**src/rtl/vacancy_debouncer.sv**
```systemverilog
// Two-flop synchroniser plus per-spot debounce for the parking-spot switches.
// Emits clean spot state, arrival/departure pulses and a saturating arrival total.
module vacancy_debouncer #(
  parameter int unsigned N_SPOTS         = 8,
  parameter int unsigned DEBOUNCE_CYCLES = 1000000,
  parameter int unsigned CNT_W           = 20
) (
  input  logic               clk,
  input  logic               rst,
  input  logic [N_SPOTS-1:0] CH_raw,
  input  logic               clr_total,
  output logic [N_SPOTS-1:0] CH,
  output logic [N_SPOTS-1:0] arrive,
  output logic [N_SPOTS-1:0] depart,
  output logic               changed,
  output logic [7:0]         arrivals_total
);

  localparam logic [CNT_W-1:0] CntLast = CNT_W'(DEBOUNCE_CYCLES - 1);
  localparam int unsigned      PopW    = $clog2(N_SPOTS + 1);
  localparam int unsigned      SumW    = PopW + 8;

  logic [N_SPOTS-1:0] sync1, sync2;
  logic [CNT_W-1:0]   cnt_q [N_SPOTS];
  logic [CNT_W-1:0]   cnt_d [N_SPOTS];
  logic [N_SPOTS-1:0] ch_d, arrive_d, depart_d;
  logic               changed_d;
  logic [PopW-1:0]    pop;
  logic [SumW-1:0]    sum;
  logic [7:0]         total_d;

  // Debounce: a channel follows sync2 only after DEBOUNCE_CYCLES consecutive disagreements.
  always_comb begin
    ch_d     = CH;
    arrive_d = '0;
    depart_d = '0;
    for (int i = 0; i < int'(N_SPOTS); i++) begin
      cnt_d[i] = '0;
      if (sync2[i] != CH[i]) begin
        if (cnt_q[i] == CntLast) begin
          ch_d[i]     = sync2[i];
          arrive_d[i] = sync2[i];
          depart_d[i] = ~sync2[i];
        end else begin
          cnt_d[i] = cnt_q[i] + 1'b1;
        end
      end
    end
    changed_d = (|arrive_d) | (|depart_d);
  end

  // The total counts the already-registered arrive pulses, so it lags them by one cycle.
  always_comb begin
    pop = '0;
    for (int i = 0; i < int'(N_SPOTS); i++) begin
      pop = pop + PopW'(arrive[i]);
    end
    sum = SumW'(arrivals_total) + SumW'(pop);
    if (clr_total) begin
      total_d = 8'd0;
    end else if (sum > SumW'(255)) begin
      total_d = 8'hFF;
    end else begin
      total_d = sum[7:0];
    end
  end

  always_ff @(posedge clk or posedge rst) begin
    if (rst) begin
      sync1          <= '0;
      sync2          <= '0;
      CH             <= '0;
      arrive         <= '0;
      depart         <= '0;
      changed        <= 1'b0;
      arrivals_total <= 8'd0;
    end else begin
      sync1          <= CH_raw;
      sync2          <= sync1;
      CH             <= ch_d;
      arrive         <= arrive_d;
      depart         <= depart_d;
      changed        <= changed_d;
      arrivals_total <= total_d;
    end
  end

  always_ff @(posedge clk or posedge rst) begin
    if (rst) begin
      for (int i = 0; i < int'(N_SPOTS); i++) begin
        cnt_q[i] <= '0;
      end
    end else begin
      for (int i = 0; i < int'(N_SPOTS); i++) begin
        cnt_q[i] <= cnt_d[i];
      end
    end
  end

endmodule

```
**config.mk**
```make
export PLATFORM = sky130hd
export DESIGN_NAME = vacancy_debouncer
export DESIGN_NICKNAME = d
export VERILOG_FILES = /design/src/rtl/vacancy_debouncer.sv
export SDC_FILE = /design/constraint.sdc
export NUM_CORES = 1
export LEC_CHECK = 0
export ABC_AREA = 0
export CAP_MARGIN = 40
export CORE_MARGIN = 8
export CORE_UTILIZATION = 45
export CTS_CLUSTER_DIAMETER = 30
export DETAILED_ROUTE_END_ITERATION = 10
export PLACE_DENSITY = 0.7
export SLEW_MARGIN = 20
export SYNTH_ARGS = -nofsm -noshare
export SYNTH_HDL_FRONTEND = slang
export SYNTH_SLANG_ARGS = --single-unit
```
**constraint.sdc**
```tcl
create_clock -name clk -period 8.8 [get_ports clk]
set_clock_uncertainty 0.05 [all_clocks]
set_input_delay 1.76 -clock clk [delete_from_list [all_inputs] [get_ports clk]]
set_output_delay 1.76 -clock clk [all_outputs]
set_load 0.02 [all_outputs]
```
# ---- After elaboration in Yosys (flattened, before gate mapping)
# Index checks and enable logic that the tools add are counted.
dict set report word_totals {
  reg_bits 209
  out_inout_bits 33
  wordCells 124
}
dict set report op_classes {
  addsub 16
  n_lt_le_gt_ge 1
  n_eq_ne 16
  muxes 50
  bitwise 9
  reduce_logical 10
}
# cell count
set ops {}
lappend ops {{$mux 20} 16}
lappend ops {{$add 20x1->20 const B} 8}
lappend ops {{$eq 20x20->1 const B} 8}
lappend ops {{$mux 1} 32}
lappend ops {{$add 4x1->4} 4}
lappend ops {{$mux 8} 2}
lappend ops {{$reduce_and 2->1} 8}
lappend ops {{$reduce_or 8->1} 2}
lappend ops {{$add 8x4->9} 1}
lappend ops {{$gt 9x8->1 const B} 1}
lappend ops {{$ne 1x1->1} 8}
lappend ops {{$not 1->1} 8}
lappend ops {{$add 3x1->4} 1}
lappend ops {{$add 2x1->3} 1}
lappend ops {{$add 1x1->2} 1}
lappend ops {{$or 1x1->1} 1}

# ---- Logic depth before layout (Yosys ltp)
dict set report depth {
  depth_word 11
  ltp_mapped 12
}

# ---- Least setup slack after synthesis
# No wires, ideal clock.
dict set report synth_path {
  path_kind {register to register}
  from {reg arrive[0]}
  to {reg arrivals_total[5]}
  setup_time_ns 0.140
  arrival_time_ns 3.346
  path_slack_ns 5.264
  stages_incl_launch_ff 12
  path_buffers 0
  path_cell_list {dfrtp_1 -> fa_1 -> inv_1 -> fa_1 -> fa_1 -> fa_1 -> inv_1 -> fa_1 -> a21o_1 -> a21oi_1 -> nand2b_1 -> a311oi_1}
}
dict set report synth_between {
  elab_chain_cells 11
}
# element line_no
set synth_lines {}
lappend synth_lines {{start: declaration} 13} ;# output logic [N_SPOTS-1:0] arrive,
lappend synth_lines {{start signal: assignment} 81} ;# arrive <= arrive_d;
lappend synth_lines {{$add 1x1->2 (*)} 56} ;# pop = pop + PopW'(arrive[i]);
lappend synth_lines {{$add 2x1->3 (*)} 56}
lappend synth_lines {{$add 3x1->4 (*)} 56}
lappend synth_lines {{$add 4x1->4 (*) (4 in series)} 56}
lappend synth_lines {{$add 8x4->9 (*)} 58} ;# sum = SumW'(arrivals_total) + SumW'(pop);
lappend synth_lines {{$gt 9x8->1} 61} ;# end else if (sum > SumW'(255)) begin
lappend synth_lines {{$mux 8 (*)} 61}
lappend synth_lines {{$mux 8 (*)} 59} ;# if (clr_total) begin
lappend synth_lines {{via total_d[5]} 30} ;# logic [7:0] total_d;
lappend synth_lines {{end signal: assignment} 84} ;# arrivals_total <= total_d;
lappend synth_lines {{end: declaration} 16} ;# output logic [7:0] arrivals_total
# The timed path passes the listed nets; every way through them passes the cells marked *.
# A chain may end at the register's enable or synchronous reset.

# ---- Final worst setup path
# Same ends and word-level chain as after synthesis.

==> results.toml <==
[clocking]
clkTransAtPathRegs_ns = 0.05
cts_resized = 0
cts-root-buf = "clkbuf_16"
cts_setup_buffers = 0
clock_latency_ns = 0.52
cts_max_level = 2
cts_buffers = 46
cts_tree = "yes"
ctsHoldBuffers = 0
cts.sinks = 209
clock_path_buffers = 3

[pwr]
power_w = 0.00281
power_density_nw_per_um2 = 233
p_leak_nw = 5.26
vdd_drop_max_uv = 165

[floorplan]
die_w_um = 163
ioPinCount = 44
start_util = 0.459
rows = 53
die_h_um = 163
die_area_um2 = 26400
core_um2 = 21100

[drt]
drt_iter0_drc = 530
vias_per_cell = 5.14
avgRoutedWirePerCell_um = 14.9
first_pass_iters = 4
drc = 0
routed_wl_um = 19500
ant_nets = 0
vias = 6731

[global_routing]
grt_max_degree = 107
grt_pass1_wl_um = 33800
grtUsageMet1 = 0.206
busiest_layer = "met2"
track_usage = 0.154
first_global_vias = 6798
use_met2 = 0.236
grt_use_met3 = 0.0377
antenna_found_initial = 0
overflow = 0

[placed_design]
portBuffers = 43
dp_hpwl_um = 12800
gp_congestion = 0.805

[sta]
setup_tns_ns = 0
fin_crit_sh = 0.424
clock.fmax_ghz = 0.268
setup_viol = 0
rsz0062_at_grt = "no"
hold_viol = 0
tightest_slew_ns = 0.914
final.min_clock_period_ns = 3.73
slew_violations = 0
slew_headroom = 0.385

[cells_and_area]
num-nets-final = 1028
n_antenna_cell = 0
utilization = 0.572
synthToLayoutAreaGrowth_pct = 24.6
drive_above_1_share = 0.102

[yosys]
synth_nets = 952
synth_area_um2 = 9670
synthesis.instances = 922
synth-seq-area-share = 0.541
ys_seq_elements = 209
synth_cell_type_count = 51
synth_edf_count = 0
synthArstFlopShare = 1.00
ys_warn_count = 0
synthTopCellsByArea = "dfrtp_1, xor2_1, nor2_1"
synth_flop_cell = "dfrtp_1"
syn_avg_cell_area_um2 = 10.5
yosysTopAreaCellShare = 0.541
synth_top_area_cell = "dfrtp_1"

[setup_path]
end_kind = "flop"
arrival_ns = 4.06
cp_max_fo = 6
worstSetupPathType = "flop to flop"
cp-start-kind = "flop"
required_ns = 9.13

[outcome]
status = "finished, final reports clean"

[run]
max_cap_violations = 0

[min_path]
hp-class = "flop to flop"
==> power by group <==
group	total (W)	switching [W]	internal (W)
Clock	0.00177	0.000562	0.00120
Sequential	0.000990	0.0000134	0.000976
Combinational	0.0000589	0.0000403	0.0000186
==> final timing paths <==
| check | startpoint | to | slack (ns) | depth (start not counted) |
|---|---|---|---|---|
| setup / recovery | arrive[0]$_DFF_PP0_ | arrivals_total[5]$_DFF_PP0_ | 5.07 | 11 |
| hold / removal | sync1[3]$_DFF_PP0_ | sync2[3]$_DFF_PP0_ | 0.28 | 0 |
| setup reg to reg | arrive[0]$_DFF_PP0_ | arrivals_total[5]$_DFF_PP0_ | 5.07 | 11 |
| hold reg to reg | sync1[3]$_DFF_PP0_ | sync2[3]$_DFF_PP0_ | 0.28 | 0 |
| max in group asynchronous | rst | cnt_q[107]$_DFF_PP0_ | 5.70 | 5 |
| min in group asynchronous | rst | cnt_q[48]$_DFF_PP0_ | 1.55 | 2 |
==> sequential cells by signal (all words and copies together), names as in the netlist <==
signal / flops
sync1: 8
arrive: 8
changed: 1
CH: 8
sync2: 8
arrivals_total: 8
cnt_q: 160
depart: 8
==> routing by layer <==
metal  vias to the layer above  share of wire  wire, um
met5                         -              0         0
met4                         0          0.025       497
met3                        40          0.047       909
met2                       114           0.47      9130
met1                      3267           0.46      9000
li1                       3310              -         -
==> critical path, cell delays in order (launching register included) <==
cell and delay, ns:
dfrtp_1 0.39, fa_1 0.54, inv_1 0.05, fa_1 0.46, fa_1 0.51, fa_1 0.19, inv_1 0.06, fa_1 0.40
a21o_1 0.21, a21oi_1 0.31, nand2b_1 0.29, a311oi_1 0.13
==> layout make-up <==
cell class / instances / area [um2]
clock inverters: 29 / 379
well taps: 275 / 344
multi-input cells: 676 / 4270
flip-flops and latches: 209 / 5230
clock buffers: 56 / 1260
inverters: 19 / 78.8
repair buffers: 46 / 493
fillers: 1734 / 9030
==> cells in the mapped netlist, types with 3 or more instances <==
master and number:
dfrtp_1 209, nor2_1 175, xor2_1 97, nand3_1 64, nand2_1 60, xnor2_1 60
nand4_1 34, and3_1 32, inv_1 19, and4_1 17, nor3_1 17, nor3b_1 17
nor4_1 15, ha_1 14, a21oi_1 7, buf_2 7, nor4b_1 7, and2_1 5
clkbuf_1 5, fa_1 5, mux2_2 5, nand2_2 5, nor2b_1 4, nand4b_1 3
nor4bb_1 3, o21ai_0 3, or3_1 3
==> metrics by stage <==
stage | setup slack, ns | instance area (um2) | std cells | hold slack [ns]
2_1_floorplan | 1.28 | 9670 | 922 | 0.281
3_3_place_gp | 4.76 | 10400 | 1223 | 0.284
3_5_place_dp | 5.09 | 10400 | 1225 | 0.286
4_1_cts | 5.08 | 12100 | 1310 | 0.281
5_1_grt | 4.91 | 12100 | 1310 | 0.281
6_report | 5.07 | 12100 | 1310 | 0.283
==> cell families (layout without fill, tap and decap cells) <==
logic type,Yosys count,count (layout),share of synthesized area
compound gates,19,19,0.0129
xor+xnor,157,157,0.142
fa+ha+maj,19,19,0.0285
buf+inv,37,150,0.0177
flops,209,209,0.541
mux,6,6,0.00737
simple gates,475,475,0.251
==> cells in the final DEF, fill, tap and decap left out, drive strengths merged, types with 3 or more instances in the layout <==
cell type        n
dfrtp          209
bufinv           6
xor2            97
ha              14
clkinvlp        11
nand4           34
nor4            15
nor4bb           3
and2             5
and4            18
or3              3
mux2             6
buf              3
clkdlybuf4s50   43
nand4b           3
nor3b           17
a21oi            7
clkinv           7
o21ai            3
nor2b            4
xnor2           60
and3            33
clkbuf          56
nand2           66
fa               5
nor3            17
nand3           64
nor2           175
inv             24
nor4b            8
(Power assumes the default switching activity.)
